`config.mk`:
```
export PLATFORM = sky130hd
export DESIGN_NAME = mem_arbiter
export DESIGN_NICKNAME = d
export VERILOG_FILES = /design/src/rtl/mem_arb_pkg.sv /design/src/rtl/arb_pick2.sv /design/src/rtl/mem_arbiter.sv
export SDC_FILE = /design/constraint.sdc
export NUM_CORES = 1
export LEC_CHECK = 0
export BUFFER_PORTS_ARGS = -buffer_cell sky130_fd_sc_hd__buf_2
export CAP_MARGIN = 10
export CORE_AREA = 4 4 374 376
export CTS_CLUSTER_SIZE = 30
export DETAILED_ROUTE_END_ITERATION = 10
export DIE_AREA = 0 0 378 380
export HOLD_SLACK_MARGIN = 0.15
export PLACE_DENSITY_LB_ADDON = 0.08
export SLEW_MARGIN = 20
export SYNTH_ARGS = -nofsm -noshare
export SYNTH_HDL_FRONTEND = slang
export SYNTH_HIERARCHICAL = 1
export SYNTH_SLANG_ARGS = --single-unit
```
`constraint.sdc`:
```
create_clock -name clk -period 2 [get_ports clk]
set_input_delay 0 -clock clk [delete_from_list [all_inputs] [get_ports clk]]
set_output_delay 0 -clock clk [all_outputs]
set_load 0.01 [all_outputs]
```
`src/rtl/mem_arb_pkg.sv`:
```
// Shared definitions for the two-requester memory arbiter: FSM state
// encoding, requester IDs and default bus widths.
package mem_arb_pkg;

  localparam logic [1:0] ST_IDLE  = 2'b00;
  localparam logic [1:0] ST_READ  = 2'b01;
  localparam logic [1:0] ST_WRITE = 2'b10;

  typedef enum logic [1:0] {
    IDLE  = ST_IDLE,
    READ  = ST_READ,
    WRITE = ST_WRITE
  } state_e;

  localparam logic REQ_IC = 1'b0;
  localparam logic REQ_DC = 1'b1;

  localparam int unsigned DEF_WIDTH  = 128;
  localparam int unsigned DEF_ADDR_W = 32;

endpackage

```
`src/rtl/arb_pick2.sv`:
```
// Two-way winner selection for mem_arbiter.
// MEM_ARB_ROUND_ROBIN_EN: when defined, a simultaneous request goes to the
// requester that did not win last time (ptr_i holds the last winner);
// otherwise DC always beats IC and ptr_i is ignored.
module arb_pick2
  import mem_arb_pkg::*;
(
  input  logic pend_ic_i,
  input  logic pend_dc_i,
  input  logic ptr_i,
  output logic winner_o
);

`ifdef MEM_ARB_ROUND_ROBIN_EN
  // Round-robin choice: alternate on contention, otherwise the lone requester.
  always_comb begin
    winner_o = REQ_IC;
    if (pend_ic_i && pend_dc_i) begin
      winner_o = ~ptr_i;
    end else if (pend_dc_i) begin
      winner_o = REQ_DC;
    end else begin
      winner_o = REQ_IC;
    end
  end
`else
  logic unused_ptr_s;
  assign unused_ptr_s = ptr_i;

  // Fixed priority: DC wins whenever it is pending.
  always_comb begin
    winner_o = REQ_IC;
    if (pend_dc_i) begin
      winner_o = REQ_DC;
    end else begin
      winner_o = REQ_IC;
    end
  end
`endif

endmodule

```
`src/rtl/mem_arbiter.sv`:
```
// Serialises IC and DC cache-line reads/writes onto one memory port.
// Downstream requests are registered; acks are routed back to the owner
// combinationally. MEM_ARB_ROUND_ROBIN_EN selects round-robin arbitration
// (default: fixed DC-over-IC priority).
module mem_arbiter
  import mem_arb_pkg::*;
#(
  parameter int unsigned WIDTH  = DEF_WIDTH,
  parameter int unsigned ADDR_W = DEF_ADDR_W
) (
  input  logic              clk,
  input  logic              reset,
  input  logic              ic_mem_read_req,
  input  logic [ADDR_W-1:0] ic_mem_read_addr,
  output logic [WIDTH-1:0]  ic_mem_read_data,
  output logic              ic_mem_read_ack,
  input  logic              ic_mem_write_req,
  input  logic [ADDR_W-1:0] ic_mem_write_addr,
  input  logic [WIDTH-1:0]  ic_mem_write_data,
  output logic              ic_mem_write_ack,
  input  logic              dc_mem_read_req,
  input  logic [ADDR_W-1:0] dc_mem_read_addr,
  output logic [WIDTH-1:0]  dc_mem_read_data,
  output logic              dc_mem_read_ack,
  input  logic              dc_mem_write_req,
  input  logic [ADDR_W-1:0] dc_mem_write_addr,
  input  logic [WIDTH-1:0]  dc_mem_write_data,
  output logic              dc_mem_write_ack,
  output logic              mem_read_req,
  output logic [ADDR_W-1:0] mem_read_addr,
  input  logic [WIDTH-1:0]  mem_read_data,
  input  logic              mem_read_ack,
  output logic              mem_write_req,
  output logic [ADDR_W-1:0] mem_write_addr,
  output logic [WIDTH-1:0]  mem_write_data,
  input  logic              mem_write_ack,
  output logic              owner
);

  state_e              state_q, state_d;
  logic                rd_req_q, rd_req_d;
  logic                wr_req_q, wr_req_d;
  logic [ADDR_W-1:0]   rd_addr_q, rd_addr_d;
  logic [ADDR_W-1:0]   wr_addr_q, wr_addr_d;
  logic [WIDTH-1:0]    wr_data_q, wr_data_d;
  logic                owner_q, owner_d;

  logic                pend_ic_s, pend_dc_s, winner_s, ptr_s;
  logic                win_wr_s;
  logic [ADDR_W-1:0]   win_rd_addr_s, win_wr_addr_s;
  logic [WIDTH-1:0]    win_wr_data_s;

`ifdef MEM_ARB_ROUND_ROBIN_EN
  logic ptr_q, ptr_d;
  assign ptr_s = ptr_q;
`else
  assign ptr_s = REQ_IC;
`endif

  assign pend_ic_s = ic_mem_read_req | ic_mem_write_req;
  assign pend_dc_s = dc_mem_read_req | dc_mem_write_req;

  arb_pick2 u_pick (
    .pend_ic_i (pend_ic_s),
    .pend_dc_i (pend_dc_s),
    .ptr_i     (ptr_s),
    .winner_o  (winner_s)
  );

  // Winner's request fields; a write beats a read from the same requester.
  assign win_wr_s      = (winner_s == REQ_DC) ? dc_mem_write_req  : ic_mem_write_req;
  assign win_rd_addr_s = (winner_s == REQ_DC) ? dc_mem_read_addr  : ic_mem_read_addr;
  assign win_wr_addr_s = (winner_s == REQ_DC) ? dc_mem_write_addr : ic_mem_write_addr;
  assign win_wr_data_s = (winner_s == REQ_DC) ? dc_mem_write_data : ic_mem_write_data;

  // Next-state logic: grant from IDLE, release on the matching downstream ack.
  always_comb begin
    state_d   = state_q;
    rd_req_d  = rd_req_q;
    wr_req_d  = wr_req_q;
    rd_addr_d = rd_addr_q;
    wr_addr_d = wr_addr_q;
    wr_data_d = wr_data_q;
    owner_d   = owner_q;
`ifdef MEM_ARB_ROUND_ROBIN_EN
    ptr_d     = ptr_q;
`endif
    case (state_q)
      IDLE: begin
        if (pend_ic_s || pend_dc_s) begin
          owner_d = winner_s;
`ifdef MEM_ARB_ROUND_ROBIN_EN
          ptr_d   = winner_s;
`endif
          if (win_wr_s) begin
            wr_req_d  = 1'b1;
            wr_addr_d = win_wr_addr_s;
            wr_data_d = win_wr_data_s;
            state_d   = WRITE;
          end else begin
            rd_req_d  = 1'b1;
            rd_addr_d = win_rd_addr_s;
            state_d   = READ;
          end
        end else begin
          state_d = IDLE;
        end
      end
      READ: begin
        if (mem_read_ack) begin
          rd_req_d  = 1'b0;
          rd_addr_d = '0;
          state_d   = IDLE;
        end else begin
          state_d = READ;
        end
      end
      WRITE: begin
        if (mem_write_ack) begin
          wr_req_d  = 1'b0;
          wr_addr_d = '0;
          wr_data_d = '0;
          state_d   = IDLE;
        end else begin
          state_d = WRITE;
        end
      end
      default: begin
        rd_req_d  = 1'b0;
        wr_req_d  = 1'b0;
        rd_addr_d = '0;
        wr_addr_d = '0;
        wr_data_d = '0;
        state_d   = IDLE;
      end
    endcase
  end

  // State and downstream request registers with synchronous reset.
  always_ff @(posedge clk) begin
    if (reset) begin
      state_q   <= IDLE;
      rd_req_q  <= 1'b0;
      wr_req_q  <= 1'b0;
      rd_addr_q <= '0;
      wr_addr_q <= '0;
      wr_data_q <= '0;
      owner_q   <= REQ_IC;
`ifdef MEM_ARB_ROUND_ROBIN_EN
      ptr_q     <= REQ_IC;
`endif
    end else begin
      state_q   <= state_d;
      rd_req_q  <= rd_req_d;
      wr_req_q  <= wr_req_d;
      rd_addr_q <= rd_addr_d;
      wr_addr_q <= wr_addr_d;
      wr_data_q <= wr_data_d;
      owner_q   <= owner_d;
`ifdef MEM_ARB_ROUND_ROBIN_EN
      ptr_q     <= ptr_d;
`endif
    end
  end

  assign mem_read_req   = rd_req_q;
  assign mem_read_addr  = rd_addr_q;
  assign mem_write_req  = wr_req_q;
  assign mem_write_addr = wr_addr_q;
  assign mem_write_data = wr_data_q;
  assign owner          = owner_q;

  // Acks reach the owner only, and only for the matching transaction type.
  assign ic_mem_read_ack  = mem_read_ack  & (state_q == READ)  & (owner_q == REQ_IC);
  assign dc_mem_read_ack  = mem_read_ack  & (state_q == READ)  & (owner_q == REQ_DC);
  assign ic_mem_write_ack = mem_write_ack & (state_q == WRITE) & (owner_q == REQ_IC);
  assign dc_mem_write_ack = mem_write_ack & (state_q == WRITE) & (owner_q == REQ_DC);

  assign ic_mem_read_data = mem_read_data;
  assign dc_mem_read_data = mem_read_data;

endmodule

```
==> implementation parameters, run 1 <==
Parameter                              Value

Drt
  Max layer used ... met4
  Iteration-0 DRC Markers ... 371
  Number of vias in the routed layout ... 12,400
  Met1 routed wirelength after detailed routing ... 22,700 um
  DR WL met3 ... 4860 um
  Remaining routing DRC violations ... 0
  Routed vias/inst ... 3.11
  Routed wire length on met2 ... 30,300 um
  Total wire length after detailed routing ... 59,000 um
  DR pass1 iterations ... 5
  Number of antenna-violating nets in the routed design ... 0
  Routed length per instance ... 14.8 um

Run status
  Status ... complete, no violations

Timing
  Count of endpoints failing hold in the final timing report ... 0
  Final count of negative-setup-slack endpoints ... 0
  Sum of negative setup slack ... 0 ns
  Post-route minimum period ... 1.91 ns
  Headroom to the max-slew limit ... 56.0%
  Slew at the pin closest to its max-slew limit ... 0.661 ns
  Setup skew after layout ... 0.0101 ns
  Ratio of final minimum period to clock period ... 95.5%
  Final WS setup ... 0.0898 ns
  RSZ-0062 raised after global routing ... no
  Final Slew Violations ... 0
  Highest Clock Rate ... 0.524 GHz

Critical path
  Critical path fanouts, max ... 69
  Worst Path Arrival ... 2.36 ns
  Buffers & Inverters on Critical Path ... 4
  Slowest cell delay on critical path ... 0.59 ns
  Endpoint type of the worst setup path ... flip-flop
  Startpoint kind of the worst setup timing path ... input port
  Timing endpoint of the critical path ... mem_write_data[53]
  Family of cells with the greatest summed delay on the critical path ... buffers and inverters
  Slowest CP cell ... dlygate4sd3_1
  CP startpoint ... dc_mem_write_req
  Crit-path most repeated cell ... buf_12
  Cell-by-cell trace of the critical path ... buf_2 > or2_4 > buf_12 > buf_12 > mux2i_1 > dlygate4sd3_1 > or3_1 > a21oi_1
  Worst r2r dst ... mem_read_addr[10]
  Worst Path Class, Setup ... input port to flip-flop
  Stages on the worst setup path ... 8
  R2r worst-path depth ... 6
  FF-to-FF setup slack ... 0.22 ns
  Start of the worst register-to-register path ... state_q[1]
  Required time of the worst setup path ... 2.45 ns

Power
  Switching Power ... 0.00432 W
  Power per cell area ... 615 nW/um^2
  Fraction of power consumed by combinational cells ... 34.9%
  Leak Pwr ... 9.32 nW
  Proportion of total power due to net switching ... 34.0%
  Share of power burned in the clock network ... 29.5%
  Sequential cell fraction of total power ... 35.6%
  Internal Dissipation ... 0.00840 W
  Largest vdd supply drop ... 0.569 mV

Placed design
  Global placer's final weighted congestion ... 0.725
  Worst slack at placement ... 0.0448 ns
  Post-DP HPWL ... 44,600 um
  Port-buffer cells ... 590

Final layout
  Most common cell after layout, fill and taps aside ... buf_2
  Top library cells by usage in the layout, fill and taps aside ... buf_2 (589), dlygate4sd3_1 (515), a21oi_1 (196), dfxtp_1 (196), mux2i_1 (192)
  Final #Nets ... 2,706
  Share of cells above drive strength 1 ... 31.3%
  Layout-stage area growth over the synthesis result ... 80.2%
  Fill cell count ... 15,700

CTS
  Buffer type at the clock tree root ... clkbuf_16
  Count of buffers added by post-CTS timing repair for setup ... 0
  Clock buffer count from CTS ... 17
  CTS tree ... yes
  H-tree level count ... 4
  Maximum number of buffers from clock root to sink ... 2
  Clock Latency Late Sink ... 0.51 ns
  Clock transition at path regs ... 0.08 ns
  Clock net sink count ... 197

GRT
  Total congestion overflow ... 0
  Wire length of the first global-routing pass ... 83,900 um
  Pin count of the biggest net entering global routing ... 70
  Global Route Usage Sum ... 7.88%
  Antenna violations before repair ... 2
  Via count of the first global-routing pass ... 13,400

Floorplan
  Y dimension of the die ... 380 um
  Top-level port count ... 975
  Number of placement rows ... 136
  Starting density of the core ... 8.39%
  Area of the core region ... 137,000 sq um
  Area of the die ... 144,000 sq um
  Horiz. Die Dim ... 378 um

Synth
  Mapped Area ... 11,500 sq um
  Cells after Synth ... 1,372
  Nets in the synthesized netlist ... 1,892
  Synth Warn # ... 6
  Post-synthesis average cell area ... 8.37 sq um

Hold path
  Min-delay worst type ... input port to flip-flop

Job
  Max-cap check violation count ... 0
[flip-flops by register name, indices dropped and copies added, names as in the netlist]
name            count
mem_write_data    128
mem_read_addr      32
mem_write_addr     32
state_q             2
mem_read_req        1
mem_write_req       1
owner               1
[routing by layer]
metal	global-route usage [%]	vias to the layer above
met5	0	-
met4	2.43	0
met3	3.25	40
met2	14.2	515
met1	8.31	5782
li1	-	6097
[how the worst min path moves through the flow]
stage,start,to,slack [ns],cells past startpoint
after global placement,mem_read_data[1],dc_mem_read_data[1],0.0001,0
after CTS,dc_mem_write_addr[7],mem_write_addr[7],0.15,4
after detailed placement,mem_read_data[1],dc_mem_read_data[1],0.0001,0
after floorplan,mem_write_ack,ic_mem_write_ack,0.09,2
final,dc_mem_write_data[77],mem_write_data[77],0.18,4
after global routing,dc_mem_write_data[77],mem_write_data[77],0.17,4
[power groups by stage]
stage / Sequential [W] / Combinational [W] / Clock [W]
after floorplan: 0.00477 / 0.00199 / 0
after global placement: 0.00463 / 0.00347 / 0
final: 0.00453 / 0.00444 / 0.00376
after CTS: 0.00454 / 0.00460 / 0.00408
after global routing: 0.00458 / 0.00493 / 0.00420
after detailed placement: 0.00462 / 0.00346 / 0
[repair_timing]
item | CTS | global route
hold buffers | 515 | 0
setup endpoints to repair | 0 | 4
gates resized for setup | 0 | 1
endpoints found under the hold margin | 452 | 0
[area by class of cell]
class | instances | area (sq um) | area share (%)
well taps | 1794 | 2240 | 10.9
flip-flops and latches | 197 | 3950 | 19.1
diodes | 1 | 2.50 | 0.0121
multi-input cells | 803 | 5100 | 24.7
repair buffers | 1167 | 8800 | 42.6
clock buffers | 20 | 457 | 2.21
clock inverters | 12 | 126 | 0.611
[through the flow]
stage	cells	instance area [sq um]	hold slack [ns]	utilization (%)	power, W
final	3994	20700	0.179	15.1	0.0127
after global routing	3994	20700	0.167	15.1	0.0137
after CTS	3993	20700	0.155	15.1	0.0132
after detailed placement	3446	14900	0.000100	10.9	0.00808
after global placement	3446	14900	0.000100	10.9	0.00810
after floorplan	1372	11500	0.0900	-	0.00676
[worst reg2reg max path, cell delays in order (launching register included)]
cell,delay [ns]
dfxtp_2,0.40
nor2_1,0.10
buf_4,0.15
and2_4,0.21
buf_12,0.19
or4_1,0.53
a21oi_1,0.15
(Power assumes the default switching activity.)
==> inputs of run 2 (changes only) <==
CORE_AREA = 4 4 379 381   (was 4 4 374 376)
DIE_AREA = 0 0 383 385   (was 0 0 378 380)
SYNTH_HIERARCHICAL = default   (was 1)
==> run 2 against run 1 <==
Non-clock buffer count is 28 higher; combinational power decreased by 4%; clock skew grew 0.022 ns; worst hold slack improved by 0.022 ns; core utilization up 0.43 points; routed wire length is 35% higher.
==> implementation parameters, run 2 <==
Parameter                              Value

Run status
  Status ... complete, no violations

Power
  Proportion of total power due to net switching ... 35.2%
  Switching Power ... 0.00442 W
  Largest vdd supply drop ... 0.688 mV
  Power per cell area ... 575 nW/um^2
  Sequential cell fraction of total power ... 35.4%
  Internal Dissipation ... 0.00814 W
  Leak Pwr ... 9.68 nW
  Share of power burned in the clock network ... 30.4%
  Total power ... 0.0126 W
  Fraction of power consumed by combinational cells ... 34.1%

Floorplan
  Y dimension of the die ... 385 um
  Starting density of the core ... 8.65%
  Top-level port count ... 975
  Area of the core region ... 141,000 sq um
  Number of placement rows ... 138
  Horiz. Die Dim ... 383 um
  Area of the die ... 147,000 sq um

Final layout
  Number of flip-flops in the largest register ... 128
  Finished Cell Area ... 21,800 sq um
  Top library cells by usage in the layout, fill and taps aside ... buf_2 (589), dlygate4sd3_1 (524), nand2_1 (384)
  Layout-stage area growth over the synthesis result ... 79.7%
  Final #Nets ... 2,923
  Share of cells above drive strength 1 ... 36.0%
  Most common cell after layout, fill and taps aside ... buf_2

Synth
  Mapped Area ... 12,200 sq um
  Post-synth ARST share ... 0%
  Synth Register Bits ... 197
  Most frequent cell after synthesis ... nand2_1
  Leading cell types by total area after synthesis ... dfxtp_1 (32%), buf_4 (16%), mux2_2 (14%)
  Commonest cells in the synthesized netlist ... nand2_1 (385), buf_4 (265), dfxtp_1 (197)
  Proportion of netlist area held by the largest area contributor ... 32.4%
  Biggest area consumer among synthesized cells ... dfxtp_1
  Number of library cell types mapped by synthesis ... 31
  Nets in the synthesized netlist ... 2,076
  Number of synthesized flops with an enable pin ... 0
  Synth Warn # ... 0
  Cells after Synth ... 1,556
  Share of synthesized area occupied by flip-flops and latches ... 32.4%
  Primary FF master, synth ... dfxtp_1
  Post-synthesis average cell area ... 7.81 sq um

Timing
  Post-route minimum period ... 1.98 ns
  Highest Clock Rate ... 0.505 GHz
  Count of endpoints failing hold in the final timing report ... 0
  Ratio of final minimum period to clock period ... 99.0%
  RSZ-0062 raised after global routing ... no
  Final count of negative-setup-slack endpoints ... 0
  Slew at the pin closest to its max-slew limit ... 0.763 ns
  Sum of negative setup slack ... 0 ns
  Setup skew after layout ... 0.0317 ns
  Final Slew Violations ... 0
  Headroom to the max-slew limit ... 49.1%

CTS
  Maximum number of buffers from clock root to sink ... 2
  Count of buffers added by post-CTS timing repair for setup ... 0
  Clock buffer count from CTS ... 17
  Clock net sink count ... 197
  Clock transition at path regs ... 0.09 ns
  Clock Latency Late Sink ... 0.54 ns
  H-tree level count ... 4
  CTS tree ... yes
  Buffer type at the clock tree root ... clkbuf_16

Drt
  Number of antenna-violating nets in the routed design ... 0
  Routed length per instance ... 18.4 um
  Routed vias/inst ... 3.14
  Remaining routing DRC violations ... 0
  Number of vias in the routed layout ... 13,600
  Total wire length after detailed routing ... 79,400 um
  Iteration-0 DRC Markers ... 314
  DR pass1 iterations ... 4

GRT
  Antenna violations before repair ... 20
  Total congestion overflow ... 0
  Via count of the first global-routing pass ... 14,800
  Wire length of the first global-routing pass ... 108,000 um
  Pin count of the biggest net entering global routing ... 117
  Global Route Usage Sum ... 10.4%

Hold path
  Min-delay worst type ... input port to flip-flop

Job
  Max-cap check violation count ... 0

Critical path
  FF-to-FF setup slack ... 0.11 ns
  Endpoint type of the worst setup path ... flip-flop
  Required time of the worst setup path ... 2.41 ns
  Critical path fanouts, max ... 46
  Worst Path Class, Setup ... input port to flip-flop
  Worst Path Arrival ... 2.39 ns
  Startpoint kind of the worst setup timing path ... input port

Placed design
  Port-buffer cells ... 590
  Placed Instance Area ... 16,000 sq um
  Global placer's final weighted congestion ... 0.785
  Post-DP HPWL ... 62,700 um
run 2: metrics by stage:
step                      hold WS (ns)  worst slack (ns)  util, %  std cells
final                            0.201            0.0198     15.5       4316
after global routing             0.181           0.00242     15.5       4314
after CTS                        0.157            0.0128     15.5       4306
after detailed placement      0.000100             0.155     11.4       3750
after global placement        0.000100             0.159     11.4       3750
after floorplan                 0.0900             0.395        -       1556
run 2: cells by family (layout without fill, tap and decap cells):
group / Yosys count / in the layout / synth area share [%]
buffers and inverters: 369 / 1229 / 19.8
other: 0 / 10 / 0
AND/OR/NAND/NOR: 563 / 563 / 21.0
flip-flops: 197 / 197 / 32.4
AO/OA/AOI/OAI: 266 / 266 / 11.9
multiplexers: 161 / 161 / 14.9
run 2: repair_timing:
action / CTS / global route
cloned: 0 / 0
hold buffers: 524 / 0
endpoints found under the hold margin: 453 / 0
setup endpoints to repair: 2 / 3
pin swaps: 1 / 0
resized for setup: 6 / 1
run 2: worst max-delay path, cell delays in order:
cell and delay, ns:
dlygate4sd3_1 0.56, buf_2 0.17, or2_4 0.29, buf_12 0.17, buf_4 0.21, nand2_1 0.06
a21oi_1 0.06, dlygate4sd3_1 0.55, mux2_2 0.26
run 2: layout make-up:
cell class | count | area, sq um
Clock inverter | 15 | 166
Tap cell | 1890 | 2360
Fill cell | 16100 | 119000
Sequential cell | 197 | 3950
Multi-Input combinational cell | 990 | 5850
Inverter | 2 | 7.51
Clock buffer | 17 | 425
Antenna cell | 10 | 25.0
Timing Repair Buffer | 1195 | 9060
run 2: worst paths after layout:
| path | start | to | depth (start not counted) |
|---|---|---|---|
| setup / recovery | dc_mem_write_req | mem_write_data[24] | 9 |
| hold / removal | dc_mem_write_data[34] | mem_write_data[34] | 5 |
| setup reg to reg | state_q[0] | mem_write_data[24] | 5 |
| hold reg to reg | mem_read_addr[2] | mem_read_addr[2] | 2 |
run 2: power by group through the flow:
| stage | Combinational [W] | Clock, W | Sequential (W) |
|---|---|---|---|
| floorplan | 0.00187 | 0 | 0.00466 |
| global placement | 0.00334 | 0 | 0.00455 |
| detailed placement | 0.00332 | 0 | 0.00455 |
| CTS | 0.00444 | 0.00420 | 0.00447 |
| global route | 0.00468 | 0.00424 | 0.00450 |
| finish | 0.00428 | 0.00382 | 0.00445 |
run 2: layer usage:
layer	vias to the layer above	part of all wire, %	GRT usage, %
li1	6494	-	-
met1	6337	35	10.2
met2	613	54	20.1
met3	108	6.7	2.89
met4	2	4.2	4.92
met5	-	0.015	0
==> inputs of run 3 (changes only) <==
ABC_AREA = 1   (was default)
CORE_AREA = 4 4 382 384   (was 4 4 379 381)
DIE_AREA = 0 0 386 388   (was 0 0 383 385)
SETUP_SLACK_MARGIN = 0.5   (was default)
==> run 3 against run 2 <==
Setup slack improved by 0.42 ns; critical path type is now flip-flop to flip-flop; die area increased by 1.6%; largest cell class unchanged; highest routed layer is now met4; fmax increased by 27%; routed wire length increased by 6.1%; register-to-register slack improved by 0.33 ns; cell count increased by 5.7%; flip-flop and latch count unchanged; via count increased by 7.5%; first-iteration DRC count increased by 59%; non-clock buffer count increased by 1.
==> implementation parameters, run 3 <==
Parameter                              Value

Synth
  Synth Area in Compound Gates ... 15.1%
  Proportion of netlist area held by the largest area contributor ... 33.8%
  Most frequent cell after synthesis ... nor2_1
  Synth Warn # ... 0
  Xor/xnor share of the synthesized area ... 0%
  Primary FF master, synth ... dfxtp_1
  Biggest area consumer among synthesized cells ... dfxtp_1
  Simple-Gate Fraction of Synth Area ... 27.9%
  Leading cell types by total area after synthesis ... dfxtp_1 (34%), nor2_1 (20%), buf_4 (17%)
  Post-synthesis average cell area ... 6.46 sq um
  Mapped Area ... 11,700 sq um
  Adder and majority gate portion of the synthesized area ... 0%
  Cells after Synth ... 1,804
  Nets in the synthesized netlist ... 2,324
  Number of synthesized flops with an enable pin ... 0
  Combinational family with the most area after synthesis ... simple AND/OR/NAND/NOR gates
  Synth Register Bits ... 197
  Multiplexer area fraction after synthesis ... 0%
  Commonest cells in the synthesized netlist ... nor2_1 (608), buf_4 (257), dfxtp_1 (197), o21ai_0 (197), nand2_1 (196)
  Share of synthesized area occupied by flip-flops and latches ... 33.8%
  Post-synth ARST share ... 0%
  Number of library cell types mapped by synthesis ... 23

Drt
  Max layer used ... met4
  Met1 routed wirelength after detailed routing ... 34,900 um
  Total wire length after detailed routing ... 84,300 um
  DR WL met3 ... 6060 um
  Routed length per instance ... 18.5 um
  Number of vias in the routed layout ... 14,600
  Iteration-0 DRC Markers ... 500
  Remaining routing DRC violations ... 0
  Routed vias/inst ... 3.20
  DR pass1 iterations ... 5
  Number of antenna-violating nets in the routed design ... 0
  Routed wire length on met2 ... 41,300 um

Critical path
  Endpoint type of the worst setup path ... flip-flop
  Slowest cell delay on critical path ... 0.37 ns
  Cell-by-cell trace of the critical path ... nor2_4 > buf_6 > clkinv_8 > a21oi_4 > buf_12 > clkbuf_16 > nand3_1 > a21oi_1
  Slowest CP cell ... dfxtp_4
  Worst Path Class, Setup ... flip-flop to flip-flop
  Critical path fanouts, max ... 8
  Buffers & Inverters on Critical Path ... 4
  Startpoint kind of the worst setup timing path ... flip-flop
  Worst Path Arrival ... 2.01 ns
  Family of cells with the greatest summed delay on the critical path ... buffers and inverters
  Required time of the worst setup path ... 2.46 ns

GRT
  Global Route Usage Sum ... 9.98%
  Pin count of the biggest net entering global routing ... 81
  Total congestion overflow ... 0
  Antenna violations before repair ... 6
  Wire length of the first global-routing pass ... 107,000 um
  Via count of the first global-routing pass ... 15,400

Power
  Total power ... 0.0149 W
  Largest vdd supply drop ... 0.525 mV
  Leak Pwr ... 9.89 nW
  Power per cell area ... 671 nW/um^2

Floorplan
  Area of the core region ... 143,000 sq um
  Horiz. Die Dim ... 386 um
  Y dimension of the die ... 388 um
  Area of the die ... 150,000 sq um
  Top-level port count ... 975
  Number of placement rows ... 139
  Starting density of the core ... 8.16%

Placed design
  Global placer's final weighted congestion ... 0.749
  Port-buffer cells ... 590
  Post-DP HPWL ... 57,200 um

CTS
  Buffer type at the clock tree root ... clkbuf_16
  Clock Latency Late Sink ... 0.54 ns
  Maximum number of buffers from clock root to sink ... 2
  Clock buffer count from CTS ... 17
  CTS tree ... yes
  Clock net sink count ... 197
  Clock transition at path regs ... 0.08 ns
  H-tree level count ... 4

Job
  Max-cap check violation count ... 0

Timing
  Final Slew Violations ... 0
  Final count of negative-setup-slack endpoints ... 0
  Sum of negative setup slack ... 0 ns
  Post-route minimum period ... 1.56 ns
  Setup skew after layout ... 0.0145 ns
  Count of endpoints failing hold in the final timing report ... 0
  Highest Clock Rate ... 0.641 GHz
  RSZ-0062 raised after global routing ... yes
  Slew at the pin closest to its max-slew limit ... 0.566 ns
  Ratio of final minimum period to clock period ... 77.9%
  Headroom to the max-slew limit ... 62.3%

Run status
  Status ... complete, no violations

Final layout
  Most common cell after layout, fill and taps aside ... buf_2
  Util after Layout ... 15.6%
  Share of cells above drive strength 1 ... 30.0%
  Top library cells by usage in the layout, fill and taps aside ... buf_2 (586), nor2_1 (578), dlygate4sd3_1 (525)
  Number of flip-flops in the largest register ... 128
  Final #Nets ... 3,160
  Area of the multi-input gates ... 5320 sq um
  Fill cell count ... 16,400
  Total area of sequential cells ... 3960 sq um
  Layout-stage area growth over the synthesis result ... 90.6%

Hold path
  Min-delay worst type ... input port to flip-flop
-- run 3: cell types whose count changed in the layout (fill, tap and decap cells not counted), sizes merged, moves of 137 or more --
cell and change:
nor2 +605, o21ai +256, nand2 -188, nor2b -163, mux2 -160, a21oi -137
-- run 3: power by group --
part | leakage (nW) | switching [W] | internal [W] | total, W
sequential | 1.63 | 0.000276 | 0.00443 | 0.00471
combinational | 7.97 | 0.00349 | 0.00272 | 0.00621
clock | 0.286 | 0.00206 | 0.00192 | 0.00398
total | 9.89 | 0.00582 | 0.00908 | 0.0149
-- run 3: cells by family after synthesis --
kind of cell | Yosys count
DFF | 197
buffers and inverters | 412
and+or+nand+nor | 846
AOI/OAI and AO/OA | 349
-- run 3: final cells by class --
| type | instances | share of cell area [%] |
|---|---|---|
| Antenna cell | 6 | 0.0676 |
| Clock buffer | 19 | 1.99 |
| Clock inverter | 13 | 0.738 |
| Inverter | 33 | 0.760 |
| Multi-Input combinational cell | 1195 | 24.0 |
| Sequential cell | 197 | 17.8 |
| Tap cell | 1903 | 10.7 |
| Timing Repair Buffer | 1196 | 44.0 |
-- run 3: per-layer routing --
metal	up-vias	global-route usage (%)
li1	7139	-
met5	-	0
met3	62	3.38
met1	6771	11.3
met2	604	17.4
met4	0	3.38
-- run 3: repair_timing --
action | CTS | global route
hold buffers | 525 | 0
buffers inserted | 4 | 8
cloned | 4 | 27
pin swaps | 7 | 90
endpoints found under the setup margin | 198 | 200
gates resized for setup | 40 | 127
hold endpoints to repair | 453 | 0
-- run 3: through the flow --
step	cell area, sq um	setup WS [ns]	std cells	hold slack (ns)
after global placement	15000	0.242	3956	0.000100
after global routing	22200	0.343	4559	0.229
after detailed placement	15000	0.236	3956	0.000100
after floorplan	11700	0.670	1804	0.0918
after CTS	21200	0.413	4521	0.160
final	22200	0.441	4562	0.208
-- run 3: final timing paths --
check / slack [ns] / cells after the start / from / to
min: 0.21 / 7 / ic_mem_read_req / mem_read_addr[16]
max: 0.44 / 8 / state_q[0] / mem_read_addr[17]
max reg2reg: 0.44 / 8 / state_q[0] / mem_read_addr[17]
min reg2reg: 0.46 / 2 / mem_write_req / mem_write_req
-- run 3: worst reg2reg max path: cells and delay by family (launching register included) --
kind                   cells  cell delay, ns
AO/OA/AOI/OAI              2            0.31
AND/OR/NAND/NOR            2            0.25
flip-flops                 1            0.37
buffers and inverters      4            0.56
